[config.mk]
export PLATFORM = sky130hd
export DESIGN_NAME = cube_led_driver
export DESIGN_NICKNAME = d
export VERILOG_FILES = /design/src/rtl/cube_pkg.sv /design/src/rtl/cube_shift_tx.sv /design/src/rtl/cube_led_driver.sv
export SDC_FILE = /design/constraint.sdc
export NUM_CORES = 1
export LEC_CHECK = 0
export CELL_PAD_IN_SITES_DETAIL_PLACEMENT = 0
export CELL_PAD_IN_SITES_GLOBAL_PLACEMENT = 1
export CORE_MARGIN = 4
export CORE_UTILIZATION = 39
export DETAILED_ROUTE_END_ITERATION = 16
export PLACE_DENSITY = 0.8
export SETUP_SLACK_MARGIN = 0.15
export SYNTH_ARGS = -nofsm -noshare
export SYNTH_HDL_FRONTEND = slang
export SYNTH_SLANG_ARGS = --single-unit
[constraint.sdc]
create_clock -name Clk -period 2 [get_ports Clk]
set_clock_uncertainty 0.2 [all_clocks]
set_input_delay 0.4 -clock Clk [delete_from_list [all_inputs] [get_ports Clk]]
set_output_delay 0.4 -clock Clk [all_outputs]
set_load 0.01 [all_outputs]
[src/rtl/cube_pkg.sv]
// Shared types and constants for the LED cube driver.
package cube_pkg;

  localparam int CUBE_DIM   = 8;
  localparam int LAYER_BITS = 64;
  localparam int CELL_BITS  = 512;

  typedef enum logic [2:0] {
    S_IDLE,
    S_LOAD,
    S_BLANK,
    S_SHIFT,
    S_LATCH,
    S_DWELL
  } state_e;

  typedef enum logic [1:0] {
    TX_IDLE,
    TX_SHIFT,
    TX_LATCH
  } tx_state_e;

  // Flat bit position of cell (x,y,z): z*64 + y*8 + x.
  function automatic logic [8:0] idx(input logic [2:0] x, input logic [2:0] y,
                                     input logic [2:0] z);
    return {z, y, x};
  endfunction

endpackage

[src/rtl/cube_shift_tx.sv]
// Serializes one 64-bit layer word MSB first into a 74HC595-style chain,
// then pulses the storage latch. start_i is accepted only while idle.
module cube_shift_tx
  import cube_pkg::*;
#(
  parameter int CLK_DIV = 4
) (
  input  logic                  Clk,
  input  logic                  Reset_n,
  input  logic                  start_i,
  input  logic [LAYER_BITS-1:0] word_i,
  output logic                  ser_data_o,
  output logic                  ser_clk_o,
  output logic                  ser_latch_o,
  output logic                  shift_done_o,
  output logic                  done_o
);

  localparam int             CW        = $clog2(2 * CLK_DIV + 1);
  localparam logic [CW-1:0]  HALF_LAST = CW'(CLK_DIV - 1);
  localparam logic [CW-1:0]  BIT_LAST  = CW'(2 * CLK_DIV - 1);

  tx_state_e             mode_q;
  logic [CW-1:0]         cnt_q;
  logic [5:0]            bit_q;
  logic [LAYER_BITS-1:0] word_q;
  logic                  ser_data_q, ser_clk_q, ser_latch_q;

  // Bit timer: clock low for the first half of each bit, high for the second;
  // the word shifts left so the next bit is always word_q[62].
  always_ff @(posedge Clk or negedge Reset_n) begin
    if (!Reset_n) begin
      mode_q      <= TX_IDLE;
      cnt_q       <= '0;
      bit_q       <= '0;
      word_q      <= '0;
      ser_data_q  <= 1'b0;
      ser_clk_q   <= 1'b0;
      ser_latch_q <= 1'b0;
    end else begin
      case (mode_q)
        TX_IDLE: begin
          if (start_i) begin
            mode_q     <= TX_SHIFT;
            word_q     <= word_i;
            ser_data_q <= word_i[LAYER_BITS-1];
            ser_clk_q  <= 1'b0;
            cnt_q      <= '0;
            bit_q      <= 6'd63;
          end
        end
        TX_SHIFT: begin
          if (cnt_q == BIT_LAST) begin
            cnt_q     <= '0;
            ser_clk_q <= 1'b0;
            if (bit_q == 6'd0) begin
              mode_q      <= TX_LATCH;
              ser_data_q  <= 1'b0;
              ser_latch_q <= 1'b1;
            end else begin
              bit_q      <= bit_q - 1'b1;
              word_q     <= {word_q[LAYER_BITS-2:0], 1'b0};
              ser_data_q <= word_q[LAYER_BITS-2];
            end
          end else begin
            cnt_q <= cnt_q + 1'b1;
            if (cnt_q == HALF_LAST) ser_clk_q <= 1'b1;
          end
        end
        TX_LATCH: begin
          if (cnt_q == HALF_LAST) begin
            mode_q      <= TX_IDLE;
            cnt_q       <= '0;
            ser_latch_q <= 1'b0;
          end else begin
            cnt_q <= cnt_q + 1'b1;
          end
        end
        default: mode_q <= TX_IDLE;
      endcase
    end
  end

  assign ser_data_o   = ser_data_q;
  assign ser_clk_o    = ser_clk_q;
  assign ser_latch_o  = ser_latch_q;
  assign shift_done_o = (mode_q == TX_SHIFT) && (cnt_q == BIT_LAST) && (bit_q == 6'd0);
  assign done_o       = (mode_q == TX_LATCH) && (cnt_q == HALF_LAST);

endmodule

[src/rtl/cube_led_driver.sv]
// Layer-multiplexed 8x8x8 LED cube driver. A frame snapshots Cells, then for
// each layer: blank, shift 64 column bits, latch, and light the layer.
module cube_led_driver
  import cube_pkg::*;
#(
  parameter int CLK_DIV = 4,
  parameter int DWELL   = 1000,
  parameter int BLANK   = 8
) (
  input  logic                 Clk,
  input  logic                 Reset_n,
  input  logic [CELL_BITS-1:0] Cells,
  input  logic                 Enable,
  output logic                 Ser_data,
  output logic                 Ser_clk,
  output logic                 Ser_latch,
  output logic [CUBE_DIM-1:0]  Layer_en,
  output logic                 Frame_done,
  output logic                 Busy
);

  localparam int            CMAX       = (DWELL > BLANK) ? DWELL : BLANK;
  localparam int            CW         = $clog2(CMAX + 1);
  localparam logic [CW-1:0] BLANK_LAST = CW'(BLANK - 1);
  localparam logic [CW-1:0] DWELL_LAST = CW'(DWELL - 1);

  state_e                state_q;
  logic [CELL_BITS-1:0]  snap_q;
  logic [2:0]            z_q;
  logic [CW-1:0]         cnt_q;
  logic [CUBE_DIM-1:0]   layer_en_q;
  logic                  frame_done_q;
  logic                  busy_q;

  logic                  tx_start, tx_shift_done, tx_done;
  logic [LAYER_BITS-1:0] tx_word;

  // Kick the serializer on the last blank cycle so its first bit lines up
  // with the first SHIFT cycle.
  assign tx_start = (state_q == S_BLANK) && (cnt_q == BLANK_LAST);
  assign tx_word  = snap_q[idx(3'd0, 3'd0, z_q) +: LAYER_BITS];

  // Frame sequencer: snapshot, per-layer blank/shift/latch/dwell, frame pulse.
  always_ff @(posedge Clk or negedge Reset_n) begin
    if (!Reset_n) begin
      state_q      <= S_IDLE;
      snap_q       <= '0;
      z_q          <= '0;
      cnt_q        <= '0;
      layer_en_q   <= '0;
      frame_done_q <= 1'b0;
      busy_q       <= 1'b0;
    end else begin
      frame_done_q <= 1'b0;
      case (state_q)
        S_IDLE: begin
          // Busy also drops here, one cycle after a returning Frame_done.
          busy_q <= Enable;
          if (Enable) state_q <= S_LOAD;
        end
        S_LOAD: begin
          snap_q  <= Cells;
          z_q     <= '0;
          cnt_q   <= '0;
          state_q <= S_BLANK;
        end
        S_BLANK: begin
          if (cnt_q == BLANK_LAST) begin
            cnt_q   <= '0;
            state_q <= S_SHIFT;
          end else begin
            cnt_q <= cnt_q + 1'b1;
          end
        end
        S_SHIFT: begin
          if (tx_shift_done) state_q <= S_LATCH;
        end
        S_LATCH: begin
          if (tx_done) begin
            state_q    <= S_DWELL;
            cnt_q      <= '0;
            layer_en_q <= CUBE_DIM'(1) << z_q;
          end
        end
        S_DWELL: begin
          if (cnt_q == DWELL_LAST) begin
            cnt_q      <= '0;
            layer_en_q <= '0;
            if (z_q == 3'd7) begin
              // Enable is only honoured at frame boundaries: no torn frames.
              frame_done_q <= 1'b1;
              state_q      <= Enable ? S_LOAD : S_IDLE;
            end else begin
              z_q     <= z_q + 1'b1;
              state_q <= S_BLANK;
            end
          end else begin
            cnt_q <= cnt_q + 1'b1;
          end
        end
        default: state_q <= S_IDLE;
      endcase
    end
  end

  cube_shift_tx #(
    .CLK_DIV (CLK_DIV)
  ) u_tx (
    .Clk          (Clk),
    .Reset_n      (Reset_n),
    .start_i      (tx_start),
    .word_i       (tx_word),
    .ser_data_o   (Ser_data),
    .ser_clk_o    (Ser_clk),
    .ser_latch_o  (Ser_latch),
    .shift_done_o (tx_shift_done),
    .done_o       (tx_done)
  );

  assign Layer_en   = layer_en_q;
  assign Frame_done = frame_done_q;
  assign Busy       = busy_q;

endmodule

---- After elaboration in Yosys (flattened, before gate mapping) ----
Index checks and enable logic that the tools add are counted.
storage, ports and cells
  memories kept ........................... 0
  bits in latches ......................... 0
  flip-flop bits (word level) ............. 616
  bits in writable memories ............... 0
  logic and storage cells ................. 117
  ROM bits ................................ 0
operators by class
  reduce and logical (&&, ||, !) cells .... 23
  div/mod/pow operators ................... 0
  equality and inequality tests ........... 24
  multipliers ............................. 0
  bitwise gates (word level) .............. 0
  add/subtract/negate cells ............... 4
  shift-type cells ........................ 2
  order comparisons ....................... 0
  multiplexer cells ....................... 50
operators with widths
  operator                 count
  $shiftx A512 B10 Y64     1
  $mux W63                 3
  $pmux W63 S2             1
  $pmux W10 S4             1
  $mux W10                 3
  $mux W3                  7
  $mux W6                  3
  $pmux W3 S6              1
  $mux W8                  2
  $ne A2 B2 Y1 const B     8
  $pmux W8 S2              1
  $mux W1                  13
  $mux W4                  3
  $pmux W4 S3              1
  $pmux W6 S2              1
  $reduce_and A3 Y1        4
  $reduce_and A4 Y1        3
  $add A10 B1 Y10 const B  1
  $eq A10 B10 Y1 const B   1
  $eq A10 B3 Y1 const B    1
  $mux W2                  5
  $eq A3 B3 Y1 const B     3
  $reduce_bool A2 Y1       4
  $shl A1 B3 Y8 const A    1
  other kinds (22)         31

---- Logic depth before layout (Yosys ltp) ----
Gate-level depths: netlist of the first run.
  depth after elaboration ................. 5
  depth in mapped cells ................... 9
  gate-level depth less buffers ........... 6

---- Cells and area by module ----
From an unflattened synthesis of the first run, not the netlist that was laid out.
second synthesis, totals
  cells, all modules ...................... 1995
  area, all modules ....................... 28157.0 um^2
by module, submodules not included
  module           area an instance (um^2)  cells each  instances
  cube_led_driver  24282.0                  1604        1
  cube_shift_tx    3875.0                   391         1

---- Worst setup path before layout of the first run ----
No wires, ideal clock.
  path kind ............................... register to register
  start point ............................. register z_q[0]
  end point ............................... register z_q[0]
  data arrival time ....................... 1.918 ns
  setup slack ............................. -0.198 ns
  period minus slack after synthesis ...... 2.198 ns
  stages on the path, launching flop included .. 6
  path through ............................ dfrtp_1 > ha_1 > ha_1 > or4_4 > or4b_4 > o211ai_2
between the ends
  word-level cells in the longest chain between the ends .. 4
  elaborated cells between the ends (all ways) .. 7
  classes of those cells .................. add/sub (1); eq/ne (2); mux (3); reduce/logical (1)
ends and longest elaborated chain
  what                    line                   source
  from (decl)             cube_led_driver.sv:29  logic [2:0] z_q;
  from (signal assigned)  cube_led_driver.sv:94  z_q <= z_q + 1'b1;
  $add A3 B1 Y3           cube_led_driver.sv:94
  $mux W3                 cube_led_driver.sv:89  if (z_q == 3'd7) begin
  $mux W3                 cube_led_driver.sv:86  if (cnt_q == DWELL_LAST) begin
  $pmux W3 S2             cube_led_driver.sv:55  case (state_q)
Parallel ways exist; a longest one is shown, timed or not. The select of a mux whose other input is x is not followed.
A chain may end at the register's enable or synchronous reset.

---- Worst setup path in the final report of the first run ----
  start point ............................. register cnt_q[9]
  end point ............................... register u_tx.word_q[50]
between the ends
  word-level cells in the longest chain between the ends .. 4
ends and longest elaborated chain
  what                         line                   source
  from (decl)                  cube_led_driver.sv:30  logic [CW-1:0] cnt_q;
  from (signal assigned)       cube_led_driver.sv:72  cnt_q <= cnt_q + 1'b1;
  from (signal assigned)       cube_led_driver.sv:98  cnt_q <= cnt_q + 1'b1;
  $eq A10 B3 Y1                cube_led_driver.sv:40  assign tx_start = (state_q == S_BLANK) && (cnt_q == BLANK_LAST);
  $logic_and A1 B1 Y1          cube_led_driver.sv:40
  $ne A2 B2 Y1 (no line)       --
  $reduce_and A4 Y1 (no line)  --
  to (signal assigned)         cube_shift_tx.sv:45    word_q <= word_i;
  to (signal assigned)         cube_shift_tx.sv:62    word_q <= {word_q[LAYER_BITS-2:0], 1'b0};
  to (decl)                    cube_shift_tx.sv:26    logic [LAYER_BITS-1:0] word_q;
Every way passes these cells.

==> out/qor.yml, run 1 <==
status: "finished, violations left"
violations: "setup timing"
nets: 3049
cts_buffers: 69
setup_viol: 575
cp_max_fo: 31
relSlewSlack_pct: 73.6
multi_input_area_sq_um: 12200
viasPerCell: 5.44
dp_hpwl_mm: 58.5
finalWirelength_mm: 87.8
drt-wirelength-per-cell_um: 24.9
yosysSeqAreaShare_pct: 55.3
cp_data_arrival_time_ns: 2.43
clk_pin_slew_ns: 0.06
setup_ws_ns: -0.187
synth_cell_type_count: 69
synth_area_sq_um: 27900
synth_area_leaders: "dfrtp_1, mux2_2, mux4_2"
crit_slowest_cell: "dfrtp_2"
die_width_um: 275
critPathKind: "flip-flop to flip-flop"
rsz0062_at_grt: "yes"
cts_tree: "built"
routabilityCongestion: 0.824
slew_violations: 0
hold_path_class: "primary input to flip-flop"
drt_iter0_drc: 1490
start_util_pct: 39.6
yosysMostFrequentCell: "dfrtp_1"
synth.top_cell.area_share_pct: 55.3
yosys.area.top_type: "dfrtp_1"
fin_crit_sh_pct: 109
dieArea_sq_um: 75800
grt_start_max_net_pins: 59
finalHoldViolCount: 0
ys_warn_count: 0
drtAntennaViolNets: 0
grt_pass1_vias: 20600
postSynthAreaPerCell_sq_um: 15.6
htreeDepth: 3
place_area_sq_um: 35500
synth-edff-count: 0
ioPinCount: 528
power_mw: 28.4
ir_worst_vdd_mv: 0.634
critPathLaunchType: "flip-flop"
cp.required_ns: 2.25
drcViolationCount: 0
seq_area_sq_um: 15400
overflow: 0
power.density_nw_per_um2: 706
hold_slack_ns: 0.211
max-clock-path-buffers: 3
tns_ns: -47.26
max_cap_violations: 0
crit_chain: "nor4_4 > buf_4 > a41oi_4 > buf_6 > nor2_4 > buf_12 > a222oi_1"
period_needed_ns: 2.19
final_cell_area_sq_um: 40200
num_vias: 19200
worst_slew_pin_slew_ns: 0.393
io_buffers: 527
fmaxAchievable_ghz: 0.457
antenna_found_initial: 23
leakage_nw: 16.9
synth_common_cells: "dfrtp_1, mux2_2, mux4_2"
endpoint_kind: "flip-flop"
root_buffer: "clkbuf_16"
track_usage_pct: 21.2
clk_latency_ns: 0.60
die-height_um: 275
core_sq_um: 70400
drive_gt1_share_pct: 42.6
synth_nets: 2319
ys_ff_latch: 616
grt_pass1_wl_mm: 123
cts_sinks: 616
area_growth_pct: 44.3
rows: 97
critical_path.max_stage_delay_ns: 0.42
synth_ff_type: "dfrtp_1"
synth_cells: 1790
fill_cells: 5446
firstDrtPassIters: 7
synthArstFlopShare_pct: 100
[layout make-up]
type | count | area share [%]
Antenna cell | 12 | 0.0747
Clock buffer | 91 | 4.70
Clock inverter | 32 | 0.840
Inverter | 82 | 0.778
Multi-Input combinational cell | 967 | 30.4
Sequential cell | 616 | 38.4
Tap cell | 940 | 2.93
Timing Repair Buffer | 784 | 21.9
[cells in the final DEF (no fill, tap or decap), types with 4 or more instances in the layout]
master           netlist  final
ha_4                   0      6
nor2_1                15     10
inv_1                 81     79
nor4_1                 4      4
ha_1                  14      7
buf_4                 58    123
mux2_2               517    405
dfrtp_2                0      5
a222oi_1              62     62
bufinv_16              0      5
inv_6                  0      5
buf_8                  0     11
clkinv_2               0     16
clkbuf_1              28     14
buf_6                  3     28
nor3_1                 7      5
mux2i_1               71     70
nand2b_1               6      4
a21oi_1                6      4
dfrtp_1              616    609
nand2_1               23     21
mux2_4                 0    113
diode_2                0     12
clkbuf_8               0      8
and3_1                 5      5
nand3b_1               4      4
mux4_2               128    128
nor2_4                 1      4
buf_12                 0     46
nand3_1               10      9
clkbuf_16              0     94
o21ai_1                3      5
buf_2                 36     11
buf_16                 0     21
clkdlybuf4s50_1        0    513
o21ai_0               13      8
[power by group]
part / internal [mW] / switching [mW]
Sequential: 13.1 / 0.312
Clock: 7.35 / 5.27
Combinational: 1.62 / 0.791
Total: 22.0 / 6.37
[per-layer routing]
| layer | wire, um | vias to the layer above | track usage, % |
|---|---|---|---|
| met3 | 5690 | 148 | 4.80 |
| met4 | 2350 | 16 | 6.78 |
| met1 | 35400 | 10100 | 26.9 |
| met5 | 100 | - | 0 |
| met2 | 44300 | 654 | 36.4 |
| li1 | - | 8259 | - |
[critical path: cells and delay by family, from the launching register on]
family                 cells  cell delay [ns]
AND/OR/NAND/NOR            2             0.51
AO/OA/AOI/OAI              2             0.29
buffers and inverters      3             0.60
flip-flops                 1             0.42
[sequential cells by signal, summed over array words and instances (netlist names)]
signal / flops
u_tx.ser_data_o: 1
u_tx.word_q: 63
Busy: 1
snap_q: 512
Layer_en: 8
z_q: 3
u_tx.cnt_q: 4
u_tx.mode_q: 2
cnt_q: 10
u_tx.ser_clk_o: 1
Frame_done: 1
u_tx.bit_q: 6
state_q: 3
u_tx.ser_latch_o: 1
[worst paths after layout]
path,startpoint,end,slack [ns],cells past startpoint
worst max register to register,cnt_q[9]$_DFFE_PN0P_,u_tx.word_q[50]$_DFFE_PN0P_,-0.19,7
worst min register to register,snap_q[330]$_DFFE_PN0P_,snap_q[330]$_DFFE_PN0P_,0.30,1
worst max-delay path,cnt_q[9]$_DFFE_PN0P_,u_tx.word_q[50]$_DFFE_PN0P_,-0.19,7
max in group asynchronous,Reset_n,snap_q[334]$_DFFE_PN0P_,0.60,3
worst min-delay path,Cells[511],snap_q[511]$_DFFE_PN0P_,0.21,2
min in group asynchronous,Reset_n,snap_q[131]$_DFFE_PN0P_,0.25,3
[timing repair]
item                                    4_1_cts  5_1_grt
pin swaps                                    38       26
resized for setup                           122      164
gates cloned                                 12       32
hold buffers                                  2        0
hold endpoints to repair                    417        0
endpoints found under the setup margin      621      612
setup buffers                                19       33
[stage by stage]
step | setup slack (ns) | util, % | std cells
after floorplan | -0.0883 | - | 1790
after global placement | -0.200 | 50.4 | 3291
after detailed placement | -0.224 | 50.4 | 3291
after CTS | -0.158 | 54.8 | 3447
after global routing | -0.298 | 57.1 | 3520
final | -0.187 | 57.1 | 3524
[cell families after synthesis]
logic type               count (synthesis)  share of synthesized area, %
multiplexers                           717                          33.8
adder cells (fa/ha/maj)                 14                         0.629
AND/OR/NAND/NOR                        102                          2.17
buffers and inverters                  207                          3.81
AO/OA/AOI/OAI                          134                          4.26
flip-flops                             616                          55.3
No activity file was read; power rests on OpenSTA's default activity.
==> run 2: changes to the inputs <==
--- a/config.mk
+++ b/config.mk
@@ -5,12 +5,13 @@
 export SDC_FILE = /design/constraint.sdc
 export NUM_CORES = 1
 export LEC_CHECK = 0
+export ABC_AREA = 1
 export CELL_PAD_IN_SITES_DETAIL_PLACEMENT = 0
 export CELL_PAD_IN_SITES_GLOBAL_PLACEMENT = 1
 export CORE_MARGIN = 4
-export CORE_UTILIZATION = 39
+export CORE_UTILIZATION = 35
 export DETAILED_ROUTE_END_ITERATION = 16
-export PLACE_DENSITY = 0.8
+export PLACE_DENSITY = 0.81
 export SETUP_SLACK_MARGIN = 0.15
 export SYNTH_ARGS = -nofsm -noshare
 export SYNTH_HDL_FRONTEND = slang
==> out/qor.yml, run 2 <==
status: "finished clean"
grt_pass1_vias: 28100  # +36%
multi_input_area_sq_um: 13100  # +6.8%
r2r-start: "cnt_q[1]$_DFFE_PN0P_"
period_needed_ns: 1.97  # -0.219 ns
max-clock-path-buffers: 3  # unchanged
ys_ff_latch: 616  # unchanged
leakage_nw: 20.9  # +24%
pre_cts_slack_ns: 0.0322  # +0.256 ns
relSlewSlack_pct: 65.0  # -8.6 points
viasPerCell: 4.79  # -12%
drive_gt1_share_pct: 11.7  # -31 points
overflow: 0  # unchanged
finalHoldViolCount: 0  # unchanged
synth.top_cell.area_share_pct: 51.8  # -3.5 points
cp.required_ns: 2.28  # +0.03 ns
postSynthAreaPerCell_sq_um: 7.38  # -53%
fmaxAchievable_ghz: 0.508  # +11%
die-height_um: 300  # +8.8%
root_buffer: "clkbuf_16"
yosys.area.top_type: "dfrtp_1"
drt_iter0_drc: 2061  # +38%
largest_reg_flops: 512  # unchanged
synth_top_family_by_area: "simple AND/OR/NAND/NOR gates"
core_sq_um: 84000  # +19%
seq_area_sq_um: 15400  # about the same
io_buffers: 527  # unchanged
final_cell_mix: "nand2_1, dfrtp_1, clkdlybuf4s50_1"
drtAntennaViolNets: 0  # unchanged
synth_common_cells: "nand2_1, dfrtp_1, nand3_1"
dieArea_sq_um: 89700  # +18%
critPathLaunchType: "flip-flop"
die_width_um: 300  # +8.8%
htreeDepth: 3  # unchanged
rsz0062_at_grt: "yes"
nets: 5165  # +69%
fill_cells: 8256  # +52%
setup_viol: 0  # -100%
synth_area_sq_um: 29700  # +6.7%
fin_crit_sh_pct: 98.4  # -11 points
startpoint: "cnt_q[1]$_DFFE_PN0P_"
synth-xor-area-share_pct: 0.118  # +0.12 points
synth_area_leaders: "dfrtp_1, nand2_1, nand3_1"
synth_cells: 4029  # +130%
drcViolationCount: 0  # unchanged
utilization_pct: 48.9  # -8.2 points
slew_violations: 0  # unchanged
worst_slew_pin_slew_ns: 0.524  # +0.131 ns
clk_latency_ns: 0.61  # about the same
final_common_cell: "nand2_1"
synth_adder_area_share_pct: 0.589  # -0.040 points
start_util_pct: 35.4  # -4.2 points
muxShareOfSynthArea_pct: 0  # -34 points
yosys.area_share.simple_pct: 41.4  # +39 points
num_vias: 28000  # +46%
ys_warn_count: 0  # unchanged
ioPinCount: 528  # unchanged
finalWirelength_mm: 106  # +20%
antenna_found_initial: 6  # -74%
endpoint_kind: "flip-flop"
top_regs: "snap_q x512, u_tx.word_q x63, cnt_q x10"
hold_path_class: "primary input to asynchronous set/reset pin"
routabilityCongestion: 0.847  # +2.8%
cts_sinks: 616  # unchanged
clk_pin_slew_ns: 0.06  # about the same
final_cell_area_sq_um: 41000  # +2.1%
cp_data_arrival_time_ns: 2.25  # -0.18 ns
cts_tree: "built"
critPathKind: "flip-flop to flip-flop"
synth_nets: 4558  # +97%
rows: 106  # +9.3%
ir_worst_vdd_mv: 0.774  # +22%
grt_start_max_net_pins: 81  # +37%
synth_ff_type: "dfrtp_1"
cp_max_fo: 35  # +13%
yosysMostFrequentCell: "nand2_1"
place_area_sq_um: 37400  # +5.5%
track_usage_pct: 22.7  # +1.5 points
drt-wirelength-per-cell_um: 18.1  # -27%
setup_ws_ns: 0.0318  # +0.219 ns
cts_buffers: 73  # +5.8%
synth_compound_gate_area_share_pct: 1.02  # -3.2 points
area_growth_pct: 38.0
yosysSeqAreaShare_pct: 51.8  # -3.5 points
grt_pass1_wl_mm: 161  # +31%
largest-register: "snap_q"
synth_cell_type_count: 39  # -43%
firstDrtPassIters: 5  # -2
dp_hpwl_mm: 73.3  # +25%
max_cap_violations: 0  # unchanged
synth-edff-count: 0  # unchanged
synthArstFlopShare_pct: 100  # unchanged
power.density_nw_per_um2: 1460  # +110%
run 2: cell types whose count changed after synthesis, sizes merged, moves of 8 or more:
cell    change
nand4       +8
mux2i      -71
nor2       +13
a222oi     -62
clkbuf     +48
nand2    +2535
mux2      -518
nand3     +409
inv        -19
o21ai      +25
mux4      -128
buf        +70
run 2: area by class of cell:
type / count / area share (%)
Timing Repair Buffer: 775 / 20.2
Antenna cell: 5 / 0.0305
Sequential cell: 616 / 37.6
Tap cell: 1134 / 3.46
Multi-Input combinational cell: 3106 / 31.8
Inverter: 64 / 0.716
Clock inverter: 39 / 1.21
Clock buffer: 97 / 4.99
run 2: worst paths after layout:
check / to / slack [ns] / depth (start not counted)
worst max register to register: u_tx.word_q[20]$_DFFE_PN0P_ / 0.03 / 10
min in group Clk: snap_q[9]$_DFFE_PN0P_ / 0.12 / 3
worst min register to register: snap_q[251]$_DFFE_PN0P_ / 0.27 / 2
worst min-delay path: z_q[2]$_DFFE_PN0P_ / 0.04 / 2
worst max-delay path: u_tx.word_q[20]$_DFFE_PN0P_ / 0.03 / 10
max in group asynchronous: z_q[1]$_DFFE_PN0P_ / 0.75 / 3
run 2: stage by stage:
stage	power (mW)	hold WS [ns]	instances	TNS (ns)
floorplan	35.8	-0.0956	4029	0
detailed placement	43.8	0.0718	5636	0
finish	59.8	0.0423	5836	0
global route	64.4	0.0308	5833	-3.25
global placement	43.4	0.0709	5636	0
CTS	59.4	0.00837	5813	0
run 2: layer usage:
layer  GRT usage, %  wire, um
met5              0         0
met3           3.21      6030
met4           5.59      2360
met2           38.3     50800
met1           30.8     46400
run 2: critical path, stage by stage, from the launching register on:
cell and delay [ns]:
dfrtp_1 0.36, ha_2 0.21, nand2_4 0.07, nor2_4 0.15
nand3_4 0.14, nand2_8 0.10, buf_4 0.11, nand3_4 0.12
buf_16 0.22, nand2_1 0.09, nand2_1 0.06
run 2: repair_timing:
action                     in CTS  in global routing
resized for setup              93                 73
pin swaps                      12                 25
hold endpoints to repair      616                  0
hold buffers                    1                  0
gates cloned                    7                  5
setup endpoints to repair     314                217
buffers inserted               33                 13
run 2: logic make-up (layout without fill, tap and decap cells):
group | Yosys count | count (layout)
simple gates | 3034 | 3034
flops | 616 | 616
buf+inv | 307 | 975
compound gates | 54 | 54
fa+ha+maj | 14 | 14
xor+xnor | 4 | 4
other cells | 0 | 5
run 2: report_power, final:
group          internal [mW]  switching [mW]  total, mW
Combinational           9.47            14.5       23.9
Sequential              18.4            3.32       21.7
Clock                   8.47            5.65       14.1
Total                   36.3            23.4       59.8
==> run 3: changes to the inputs <==
--- a/config.mk
+++ b/config.mk
@@ -8,6 +8,7 @@
 export ABC_AREA = 1
 export CELL_PAD_IN_SITES_DETAIL_PLACEMENT = 0
 export CELL_PAD_IN_SITES_GLOBAL_PLACEMENT = 1
+export CORE_ASPECT_RATIO = 1.25
 export CORE_MARGIN = 4
 export CORE_UTILIZATION = 35
 export DETAILED_ROUTE_END_ITERATION = 16
==> out/qor.yml, run 3 (synthesis results as in run 2) <==
status: "finished clean"
overflow: 0  # unchanged
area_growth_pct: 37.8
final_cell_area_sq_um: 41000  # -0.11%
slew_violations: 0  # unchanged
pre_cts_slack_ns: -0.0494  # -0.0816 ns
critPathKind: "flip-flop to flip-flop"
track_usage_pct: 22.5  # -0.15 points
drive_gt1_share_pct: 11.6  # -0.090 points
cts_buffers: 67  # -8.2%
leakage_nw: 20.9  # +0.16%
hold_slack_ns: 0.0886  # +0.0463 ns
fill_cells: 8298  # +0.51%
core_sq_um: 84300  # +0.38%
drt-wirelength-per-cell_um: 18.8  # +3.8%
setup_viol: 0  # unchanged
finalHoldViolCount: 0  # unchanged
cp_max_fo: 8  # -77%
path_buf_inv: 4  # +2
place_area_sq_um: 37300  # -0.29%
dp_hpwl_mm: 74.5  # +1.7%
rows: 119  # +12%
final_common_cell: "nand2_1"
power.density_nw_per_um2: 1450  # -0.47%
crit_chain: "buf_6 > ha_4 > o21ai_4 > inv_4 > nor2_8 > buf_12 > clkbuf_16 > nand2_2 > nand2_1"
endpoint_kind: "flip-flop"
crit_family: "buffers and inverters"
cp_data_arrival_time_ns: 2.33  # +0.08 ns
nets: 5151  # -0.27%
clk_latency_ns: 0.62  # about the same
finalWirelength_mm: 108  # +2.6%
clk_pin_slew_ns: 0.07  # about the same
r2r_setup_slack_ns: 0.03  # about the same
fmaxAchievable_ghz: 0.508  # -0.11%
r2r-start: "u_tx.mode_q[0]$_DFFE_PN0P_"
critical_path.max_stage_delay_ns: 0.43  # +0.07 ns
drcViolationCount: 0  # unchanged
setup_ws_ns: 0.0296  # -0.00225 ns
grt_pass1_wl_mm: 158  # -1.6%
utilization_pct: 48.7  # -0.24 points
final_cell_mix: "nand2_1, dfrtp_1, clkdlybuf4s50_1"
start_util_pct: 35.3  # -0.13 points
firstDrtPassIters: 8  # +3
drtAntennaViolNets: 0  # unchanged
top_regs: "snap_q x512, u_tx.word_q x63, cnt_q x10"
worst_slew_pin_slew_ns: 0.382  # -0.142 ns
antenna_found_initial: 20  # +14
cts_tree: "built"
crit_slowest_cell: "dfrtp_1"
root_buffer: "clkbuf_16"
die_width_um: 269  # -10%
dieArea_sq_um: 89700  # about the same
period_needed_ns: 1.97  # +0.00225 ns
fin_crit_sh_pct: 98.5  # +0.11 points
swShare_pct: 39.3  # +0.11 points
ioPinCount: 528  # unchanged
critPathLaunchType: "flip-flop"
rsz0062_at_grt: "yes"
relSlewSlack_pct: 74.5  # +9.5 points
p_int_mw: 36.1  # -0.76%
die-height_um: 334  # +11%
drt_iter0_drc: 2219  # +7.7%
grt_pass1_vias: 27700  # -1.3%
max-clock-path-buffers: 3  # unchanged
cp.required_ns: 2.36  # +0.08 ns
num_vias: 27900  # -0.15%
max_cap_violations: 0  # unchanged
largest_reg_flops: 512  # unchanged
routabilityCongestion: 0.845  # -0.26%
clkPwrFrac_pct: 22.0  # -1.6 points
grt_start_max_net_pins: 69  # -15%
hold_path_class: "primary input to asynchronous set/reset pin"
cts_sinks: 616  # unchanged
viasPerCell: 4.84  # +1.0%
ir_worst_vdd_mv: 0.745  # -3.8%
htreeDepth: 3  # unchanged
power_frac_seq_pct: 36.5  # about the same
io_buffers: 527  # unchanged
switchingPower_mw: 23.4  # -0.30%
startpoint: "u_tx.mode_q[0]$_DFFE_PN0P_"
largest-register: "snap_q"
comb_power_share_pct: 41.5  # +1.5 points
## run 3: cell types whose count changed in the layout (fill, tap and decap cells not counted), moves of 7 or more
| cell | change |
|---|---|
| clkbuf_1 | -7 |
| nand2_4 | +12 |
| buf_4 | -18 |
| nand2_1 | -11 |
## run 3: path summary, 6_finish.rpt
kind | end | cells past startpoint
setup / recovery | u_tx.word_q[3]$_DFFE_PN0P_ | 9
hold / removal | snap_q[455]$_DFFE_PN0P_ | 2
setup reg to reg | u_tx.word_q[3]$_DFFE_PN0P_ | 9
hold reg to reg | snap_q[28]$_DFFE_PN0P_ | 2
max in group asynchronous | snap_q[29]$_DFFE_PN0P_ | 4
min in group Clk | snap_q[419]$_DFFE_PN0P_ | 3
## run 3: what timing repair did
item	in CTS	in global routing
gates resized for setup	76	119
endpoints found under the setup margin	489	366
gates cloned	6	17
pin swaps	5	38
setup buffers	10	19
hold buffers	1	0
hold endpoints to repair	491	0
## run 3: per-stage QoR
step	setup TNS (ns)	power [mW]	instances
after floorplan	0	35.8	4029
after global placement	0	43.0	5589
after detailed placement	-0.377	43.4	5589
after CTS	0	57.8	5726
after global routing	-1.25	64.0	5766
final	0	59.4	5769
## run 3: power by group through the flow
| stage | sequential (mW) | combinational [mW] | clock, mW |
|---|---|---|---|
| after CTS | 21.6 | 22.9 | 13.3 |
| after global placement | 21.7 | 21.3 | 0 |
| after detailed placement | 21.7 | 21.7 | 0 |
| after global routing | 22.3 | 27.8 | 13.8 |
| after floorplan | 20.8 | 15.0 | 0 |
| final | 21.7 | 24.7 | 13.1 |
## run 3: layout make-up
class	instances	area (sq um)	share of cell area, %
flip-flops and latches	616	15400	37.6
multi-input cells	3106	13200	32.1
repair buffers	766	8400	20.5
clock buffers	91	1980	4.83
well taps	1089	1360	3.32
clock inverters	29	340	0.830
inverters	64	304	0.741
diodes	7	17.5	0.0427
repair inverters	1	16.3	0.0397
## run 3: layer usage
metal / part of all wire [%] / GRT usage [%] / vias up
met2: 49 / 38.1 / 839
met3: 6.2 / 4.31 / 167
li1: - / - / 13700
met4: 3.0 / 7.71 / 20
met1: 42 / 29.0 / 13200
met5: 0.13 / 0 / -
